## config.mk

```make
export PLATFORM = sky130hd
export DESIGN_NAME = ser8_tx
export DESIGN_NICKNAME = d
export VERILOG_FILES = /design/src/rtl/ser8_pkg.sv /design/src/rtl/ser8_hold.sv /design/src/rtl/ser8_tx.sv
export SDC_FILE = /design/constraint.sdc
export NUM_CORES = 1
export LEC_CHECK = 0
export ABC_AREA = 1
export CAP_MARGIN = 5
export CORE_MARGIN = 1.5
export CORE_UTILIZATION = 50
export DETAILED_ROUTE_END_ITERATION = 10
export PLACE_DENSITY_LB_ADDON = 0.15
export SETUP_SLACK_MARGIN = 0.02
export SLEW_MARGIN = 10
export SYNTH_ARGS = -nofsm -noshare
export SYNTH_HDL_FRONTEND = slang
export SYNTH_HIERARCHICAL = 1
export SYNTH_SLANG_ARGS = --single-unit
```

## constraint.sdc

```tcl
create_clock -name FCLK -period 3.8 [get_ports FCLK]
set_clock_uncertainty 0.15 [all_clocks]
set_input_delay 0.76 -clock FCLK [delete_from_list [all_inputs] [get_ports FCLK]]
set_output_delay 0.76 -clock FCLK [all_outputs]
set_load 0.01 [all_outputs]
```

## src/rtl/ser8_pkg.sv

```systemverilog
// Shared definitions for the ser8 transmitter: word/pointer widths, FSM
// state encoding and the alignment rotate used by both RTL and bench.
package ser8_pkg;
  localparam int WORD_W = 8;
  localparam int PTR_W  = 3;

  typedef enum logic {ST_IDLE, ST_SHIFT} state_t;

  // Rotate left by p (0..7): upper byte of {w,w} << p.
  function automatic logic [WORD_W-1:0] rotl8(input logic [WORD_W-1:0] w,
                                              input logic [PTR_W-1:0]  p);
    logic [2*WORD_W-1:0] t;
    t = {w, w} << p;
    return t[2*WORD_W-1:WORD_W];
  endfunction
endpackage

```

## src/rtl/ser8_hold.sv

```systemverilog
// One-entry holding register with valid/ready on the input side.
// Ports:
//   clk_i, rst_i      clock, asynchronous active-high reset
//   in_valid_i/in_ready_o/in_data_i   upstream handshake; ready = entry empty
//   pop_i             consumer takes the entry this edge
//   out_valid_o/out_data_o            entry state and contents
module ser8_hold
  import ser8_pkg::*;
(
  input  logic              clk_i,
  input  logic              rst_i,
  input  logic              in_valid_i,
  output logic              in_ready_o,
  input  logic [WORD_W-1:0] in_data_i,
  input  logic              pop_i,
  output logic              out_valid_o,
  output logic [WORD_W-1:0] out_data_o
);
  logic              valid_q, valid_d;
  logic [WORD_W-1:0] data_q, data_d;

  // Push only when empty and pop only when full, so both can never coincide.
  always_comb begin
    valid_d = valid_q;
    data_d  = data_q;
    if (in_valid_i && !valid_q) begin
      valid_d = 1'b1;
      data_d  = in_data_i;
    end else if (pop_i) begin
      valid_d = 1'b0;
    end
  end

  always_ff @(posedge clk_i or posedge rst_i) begin
    if (rst_i) begin
      valid_q <= 1'b0;
      data_q  <= '0;
    end else begin
      valid_q <= valid_d;
      data_q  <= data_d;
    end
  end

  assign in_ready_o  = !valid_q;
  assign out_valid_o = valid_q;
  assign out_data_o  = data_q;
endmodule

```

## src/rtl/ser8_tx.sv

```systemverilog
// 8:1 parallel-to-serial transmitter. Bytes arrive on a valid/ready
// handshake, are rotated by a CALIB-stepped alignment pointer when loaded
// into the shifter, and leave one bit per FCLK, gap-free when fed.
// Ports:
//   FCLK      bit clock          RESET     async active-high reset
//   CALIB     pointer +1 pulse   S_VALID/S_READY/S_DATA  word handshake
//   Q         serial bit         FRAME     Q carries bit slot 0
//   BUSY      word shifting      UNDERRUN  word ended with nothing held
module ser8_tx
  import ser8_pkg::*;
#(
  parameter bit   MSB_FIRST = 1'b1,
  parameter logic IDLE_BIT  = 1'b0
) (
  input  logic       FCLK,
  input  logic       RESET,
  input  logic       CALIB,
  input  logic       S_VALID,
  output logic       S_READY,
  input  logic [7:0] S_DATA,
  output logic       Q,
  output logic       FRAME,
  output logic       BUSY,
  output logic       UNDERRUN
);
  state_t            state_q, state_d;
  logic [2:0]        bitcnt_q, bitcnt_d;
  logic [WORD_W-1:0] shift_q, shift_d;
  logic [PTR_W-1:0]  ptr_q, ptr_d;
  logic              q_q, q_d;
  logic              frame_q, frame_d;
  logic              busy_q, busy_d;
  logic              underrun_q, underrun_d;

  logic              hold_valid;
  logic [WORD_W-1:0] hold_data;
  logic              load;

  ser8_hold u_hold (
    .clk_i       (FCLK),
    .rst_i       (RESET),
    .in_valid_i  (S_VALID),
    .in_ready_o  (S_READY),
    .in_data_i   (S_DATA),
    .pop_i       (load),
    .out_valid_o (hold_valid),
    .out_data_o  (hold_data)
  );

  // Pointer only feeds the rotate at load time, so a CALIB on the load edge
  // still sees the old value and a word in flight is never re-aligned.
  assign ptr_d = ptr_q + {{(PTR_W-1){1'b0}}, CALIB};

  always_comb begin
    state_d    = state_q;
    bitcnt_d   = bitcnt_q;
    shift_d    = shift_q;
    q_d        = IDLE_BIT;
    frame_d    = 1'b0;
    busy_d     = 1'b0;
    underrun_d = 1'b0;
    load       = 1'b0;
    unique case (state_q)
      ST_IDLE: begin
        if (hold_valid) begin
          load     = 1'b1;
          bitcnt_d = 3'd0;
          state_d  = ST_SHIFT;
        end
      end
      ST_SHIFT: begin
        q_d      = MSB_FIRST ? shift_q[WORD_W-1] : shift_q[0];
        frame_d  = (bitcnt_q == 3'd0);
        busy_d   = 1'b1;
        shift_d  = MSB_FIRST ? (shift_q << 1) : (shift_q >> 1);
        bitcnt_d = bitcnt_q + 3'd1;  // 7 -> 0 on back-to-back reload
        if (bitcnt_q == 3'd7) begin
          if (hold_valid) begin
            load = 1'b1;
          end else begin
            state_d    = ST_IDLE;
            underrun_d = 1'b1;
          end
        end
      end
      default: state_d = ST_IDLE;
    endcase
    // The last bit of the old word is taken from shift_q above before the
    // new word overwrites the shifter.
    if (load) shift_d = rotl8(hold_data, ptr_q);
  end

  always_ff @(posedge FCLK or posedge RESET) begin
    if (RESET) begin
      state_q    <= ST_IDLE;
      bitcnt_q   <= 3'd0;
      shift_q    <= '0;
      ptr_q      <= '0;
      q_q        <= IDLE_BIT;
      frame_q    <= 1'b0;
      busy_q     <= 1'b0;
      underrun_q <= 1'b0;
    end else begin
      state_q    <= state_d;
      bitcnt_q   <= bitcnt_d;
      shift_q    <= shift_d;
      ptr_q      <= ptr_d;
      q_q        <= q_d;
      frame_q    <= frame_d;
      busy_q     <= busy_d;
      underrun_q <= underrun_d;
    end
  end

  assign Q        = q_q;
  assign FRAME    = frame_q;
  assign BUSY     = busy_q;
  assign UNDERRUN = underrun_q;
endmodule

```

==> impl_metrics.csv, run 1 <==
group,metric,value,unit
yosys,async_flop_share,100,%
final_layout,fin_util,60.3,%
clock_tree,post_cts_resized,0,
worst_setup_path,crit_buf_inv,2,
placement,place.gp.congestion,0.856,
clock_tree,path_clk_slew,0.15,ns
final_layout,seqCellArea,701,µm²
clock_tree,clkLatencyLatePin,0.34,ns
yosys,synth_area,1450,µm²
yosys,syn-mean-instance-area,8.12,µm²
power_and_ir_drop,p_total,0.00143,W
timing,fin_tns_setup,0,ns
yosys,ys_types,19,
yosys,syn-instance-count,179,
grt,grt_pass1_wl,4860,µm
timing,fmax,400,MHz
die,io_pins,17,
final_layout,nFillCells,262,
detailed_routing,wire_per_inst,12.5,µm
timing,tightest_slew,0.696,ns
die,initial_core_util,52.7,%
yosys,synth_seq_cells,28,
die,row_count,19,
detailed_routing,routed_wl,2810,µm
yosys,synth-xor-area-share,0.603,%
clock_tree,cts_buffer_depth,2,
die,die_h,56.9,µm
yosys,yosysWarnings,6,
yosys,yosys.area_share.simple,30.5,%
grt,grt_overflow,0,
power_and_ir_drop,leakagePower,0.846,nW
grt,grt_pass1_vias,1137,
clock_tree,htree_levels,1,
worst_setup_path,arrival,1.59,ns
yosys,synth_top_cell_area_share,48.2,%
worst_setup_path,crit_family,"buffers and inverters",
yosys,synth_top_area_cell,"dfrtp_1",
die,dieArea,3240,µm²
power_and_ir_drop,powerDensity,860,nW/µm²
grt,grt_use_met3,2.53,%
clock_tree,cts-root-buf,"clkbuf_4",
status,status,"finished clean",
timing,rsz0062_at_grt,"no",
power_and_ir_drop,ir_worst_vdd,0.476,mV
yosys,synth_edf_count,0,
timing,whs,0.338,ns
grt,grt_max_degree,20,
worst_setup_path,crit_type,"flop to output pin",
worst_setup_path,required,2.89,ns
detailed_routing,drt_iter0_markers,40,
final_layout,layout-drive-gt1-share,5.70,%
yosys,ys.flop_type,"dfrtp_1",
grt,antenna_found_initial,0,
yosys,synth_top_family_by_area,"simple AND/OR/NAND/NOR gates",
timing,setup_violations,0,
final_layout,area_growth,14.4,%
final_layout,final_design_area_no_fill,1660,µm²
yosys,synthAdderAreaFrac,4.31,%
die,core_area,2760,µm²
grt,grtUsageMet1,22.6,%
worst_setup_path,cp-start-kind,"flop",
yosys,ys_seq_area_share,48.2,%
clock_tree,post_cts_buffers,0,
yosys,synthMuxAreaShare,0,%
grt,track_usage,19.0,%
yosys,synth_nets,196,
detailed_routing,dr.pass1.iters,4,
min_path,hold_path_class,"flop to flop",
grt,grt.busiest_layer,"met2",
placement,dp_hpwl,2140,µm
worst_setup_path,max_stage_delay,0.57,ns
timing,slew_violations,0,
worst_setup_path,cp-end-kind,"output pin",
yosys,synth_common_cells,"47 x nand2_1, 47 x nand3_1, 28 x dfrtp_1",
placement,port_buffers,16,
detailed_routing,drc_errors,0,
timing,finalCriticalPeriod,2.50,ns
timing,final_hold_viol_count,0,
clock_tree,cts-hold-fix-buffers,0,
detailed_routing,num_vias,1212,
timing,slew_headroom,53.6,%
detailed_routing,postRouteAntennaNets,0,
final_layout,multi_input_area,608,µm²
worst_setup_path,cpMaxStageDelayCell,"clkdlybuf4s50_1",
placement,placedInstanceArea,1610,µm²
clock_tree,cts_tree,"built",
yosys,synth_area_leaders,"dfrtp_1 48%, nand3_1 16%, nand2_1 12%",
final_layout,antenna_cells,0,
die,dieWidth,56.9,µm
job,drv_cap,0,
yosys,synth-compound-area-share,6.46,%
worst_setup_path,crit_fanout,11,
timing,fin_crit_sh,65.7,%
detailed_routing,vias_per_cell,5.41,
clock_tree,clkSinkCount,28,
final_layout,nets,211,
grt,met2_usage,34.2,%
worst_setup_path,path_cells,"inv_2 > clkdlybuf4s50_1",
clock_tree,numCtsBuffers,3,
## metal layers
metal / vias up / wire length, µm
li1: 614 / -
met1: 558 / 1200
met2: 31 / 1420
met3: 9 / 124
met4: 0 / 63
met5: - / 0
## report_power, final
group          internal [W]  switching (W)
Clock              0.000107      0.0000905
Sequential         0.000433       0.000135
Combinational      0.000267       0.000396
Total              0.000807       0.000622
## sequential cells by signal, summed over array words and instances, names as in the netlist
| signal | cells |
|---|---|
| u_hold/out_valid_o | 1 |
| bitcnt_q | 3 |
| Q | 1 |
| UNDERRUN | 1 |
| ptr_q | 3 |
| BUSY | 1 |
| shift_q | 8 |
| FRAME | 1 |
| state_q | 1 |
| u_hold/out_data_o | 8 |
## cells by family after synthesis
kind of cell,after synthesis
AND/OR/NAND/NOR,98
buffers and inverters,33
flip-flops,28
AO/OA/AOI/OAI,14
adder cells (fa/ha/maj),5
XOR/XNOR,1
## through the flow
step / setup slack [ns] / std cells
final: 1.30 / 224
after CTS: 1.29 / 224
after detailed placement: 1.69 / 220
after global placement: 1.70 / 220
after floorplan: 2.24 / 179
after global routing: 1.24 / 224
## worst register-to-register path, delay by kind of cell, from the launching register on
| family | cells | cell delay [ns] |
|---|---|---|
| adders and majority gates | 2 | 0.35 |
| buffers and inverters | 2 | 0.12 |
| and+or+nand+nor | 2 | 0.24 |
| DFF | 1 | 0.41 |
| AOI/OAI and AO/OA | 1 | 0.39 |
## cell usage in the layout (no fill, tap or decap), types with 2 or more instances in the layout
master	instances
nand2_1	47
nand3_1	47
dfrtp_1	28
inv_1	18
clkdlybuf4s50_1	16
o22ai_1	7
clkinv_1	7
ha_1	5
o21ai_0	3
clkbuf_4	3
inv_2	2
o21ai_2	2
## final cells by class
class / instances / share of cell area [%]
clock buffer: 3 / 1.36
clock inverter: 1 / 1.81
multi-input combinational: 118 / 36.6
inverter: 27 / 6.10
sequential: 28 / 42.2
timing repair buffer: 16 / 9.64
tap: 31 / 2.33
## final timing paths
path / startpoint / endpoint / slack (ns) / depth (start not counted)
setup / recovery: u_hold/out_valid_o / S_READY / 1.30 / 2
hold / removal: bitcnt_q[2] / FRAME / 0.34 / 1
setup reg to reg: bitcnt_q[0] / shift_q[6] / 2.07 / 7
hold reg to reg: bitcnt_q[2] / FRAME / 0.34 / 1
max in group asynchronous: RESET / shift_q[2] / 2.38 / 2
min in group asynchronous: RESET / u_hold/out_data_o[6] / 0.53 / 2
Power figures use the tool's default switching activity.
==> run 2, diff against run 1 <==
- CORE_UTILIZATION: 50 -> 49
- clock period: 3.8 -> 2.2 ns (I/O delays scaled with it)
==> run 2 against run 1 <==
Net effect:
- utilization decreased by 0.16 points
- design area increased by 0.60%
- clock-buffer cell count unchanged
- critical path depth unchanged
- sequential power increased by 73%
- final cell count increased by 0.45%
- setup slack got worse by 1.2 ns
- sequential share of layout area decreased by 0.25 points
- worst hold slack got worse by 0.14 ns
- highest routed layer is now met3
==> impl_metrics.csv, run 2 (synthesized netlist as in run 1, its figures left out) <==
group,metric,value,unit
worst_setup_path,crit_type,"flop to output pin",
detailed_routing,routed_wl,2810,µm
final_layout,area_growth,15.1,%
clock_tree,cts-hold-fix-buffers,0,
worst_setup_path,crit_fanout,11,
worst_setup_path,required,1.61,ns
timing,setup_ws,0.0973,ns
clock_tree,htree_levels,1,
job,drv_cap,0,
grt,antenna_found_initial,0,
final_layout,nFillCells,256,
timing,whs,0.199,ns
power_and_ir_drop,ir_worst_vdd,0.863,mV
worst_setup_path,reg2reg_to,"shift_q[6]",
clock_tree,clkSinkCount,28,
power_and_ir_drop,p_sw_share,43.2,%
worst_setup_path,ff2ff_setup_slack,0.47,ns
timing,finalCriticalPeriod,2.10,ns
die,dieWidth,57.4,µm
placement,post-place-ws,0.420,ns
grt,track_usage,18.7,%
power_and_ir_drop,internal-power,0.00140,W
placement,port_buffers,16,
die,io_pins,17,
final_layout,layout-drive-gt1-share,6.19,%
timing,slew_violations,0,
final_layout,final_cell_mix,"47 x nand2_1, 47 x nand3_1, 28 x dfrtp_1, 18 x inv_1, 16 x clkdlybuf4s50_1",
worst_setup_path,arrival,1.51,ns
power_and_ir_drop,p_comb_share,46.5,%
worst_setup_path,cp-end-kind,"output pin",
die,initial_core_util,52.2,%
clock_tree,cts-root-buf,"clkbuf_4",
detailed_routing,drc_errors,0,
status,status,"finished clean",
worst_setup_path,r2r_cells,7,
detailed_routing,vias_per_cell,5.41,
power_and_ir_drop,power.share.sequential,39.9,%
min_path,hold_path_class,"input port to asynchronous set/reset pin",
detailed_routing,dr.pass1.iters,4,
timing,final_hold_viol_count,0,
clock_tree,post_cts_buffers,0,
grt,grt_overflow,0,
clock_tree,clkLatencyLatePin,0.32,ns
detailed_routing,num_vias,1218,
die,dieArea,3300,µm²
die,core_area,2780,µm²
worst_setup_path,cp-start-kind,"flop",
timing,fin_crit_sh,95.6,%
timing,tightest_slew,0.445,ns
power_and_ir_drop,switchingPower,0.00106,W
timing,fin_tns_setup,0,ns
power_and_ir_drop,p_clk_share,13.6,%
power_and_ir_drop,leakagePower,0.851,nW
power_and_ir_drop,powerDensity,1470,nW/µm²
detailed_routing,postRouteAntennaNets,0,
power_and_ir_drop,p_total,0.00246,W
placement,place.gp.congestion,0.884,
die,row_count,19,
clock_tree,numCtsBuffers,3,
detailed_routing,wire_per_inst,12.5,µm
detailed_routing,drt_iter0_markers,74,
grt,grt_pass1_vias,1139,
clock_tree,cts_buffer_depth,2,
timing,slew_headroom,70.3,%
grt,grt_max_degree,17,
placement,dp_hpwl,2160,µm
timing,fmax,476,MHz
grt,grt_pass1_wl,4910,µm
worst_setup_path,regToRegStartpoint,"bitcnt_q[0]",
final_layout,nets,212,
clock_tree,path_clk_slew,0.15,ns
die,die_h,57.4,µm
timing,rsz0062_at_grt,"no",
clock_tree,cts_tree,"built",
timing,setup_violations,0,
final_layout,antenna_cells,0,
-- run 2: cell count changes in the layout (fill, tap and decap cells not counted), sizes merged --
cell and change:
buf +1
-- run 2: timing repair --
| action | 4_1_cts | 5_1_grt |
|---|---|---|
| endpoints found under the hold margin | 0 | 0 |
| endpoints found under the setup margin | 0 | 1 |
| gates resized for setup | 0 | 1 |
-- run 2: power groups by stage --
stage                     Clock [W]  Combinational, W  Sequential [W]
after global placement            0           0.00109        0.000977
after global routing       0.000359           0.00132         0.00102
after CTS                  0.000340           0.00115        0.000979
after floorplan                   0          0.000962        0.000885
after detailed placement          0           0.00113        0.000989
final                      0.000335           0.00114        0.000983
-- run 2: how the worst max path moves through the flow --
stage               cells past startpoint                from         end
floorplan                               8         bitcnt_q[0]  shift_q[1]
global placement                        2  u_hold/out_valid_o     S_READY
detailed placement                      2  u_hold/out_valid_o     S_READY
CTS                                     2  u_hold/out_valid_o     S_READY
global route                            2  u_hold/out_valid_o     S_READY
finish                                  2  u_hold/out_valid_o     S_READY
-- run 2: worst max-delay path, cell delays in order (launching register included) --
cell	delay (ns)
dfrtp_1	0.49
inv_4	0.15
clkdlybuf4s50_1	0.55
-- run 2: area by class of cell --
class	count	area (µm²)	share of cell area, %
clock buffer	3	22.5	1.35
clock inverter	1	30.0	1.80
inverter	27	104	6.21
multi-input combinational	118	608	36.4
sequential	28	701	41.9
tap	31	38.8	2.32
timing repair buffer	17	168	10.0
-- run 2: per-layer routing --
layer  vias up  part of all wire (%)  GRT usage [%]
met5         -                     0              0
met1       571                    48           26.9
li1        618                     -              -
met2        29                    47           30.4
met3         0                   4.3           2.49
met4         0                     0           3.65
-- run 2: stage by stage --
stage | std cells | util [%] | cell area [µm²]
after floorplan | 179 | - | 1450
after global placement | 221 | 58.1 | 1620
after detailed placement | 221 | 58.1 | 1620
after CTS | 225 | 60.0 | 1670
after global routing | 225 | 60.1 | 1670
final | 225 | 60.1 | 1670
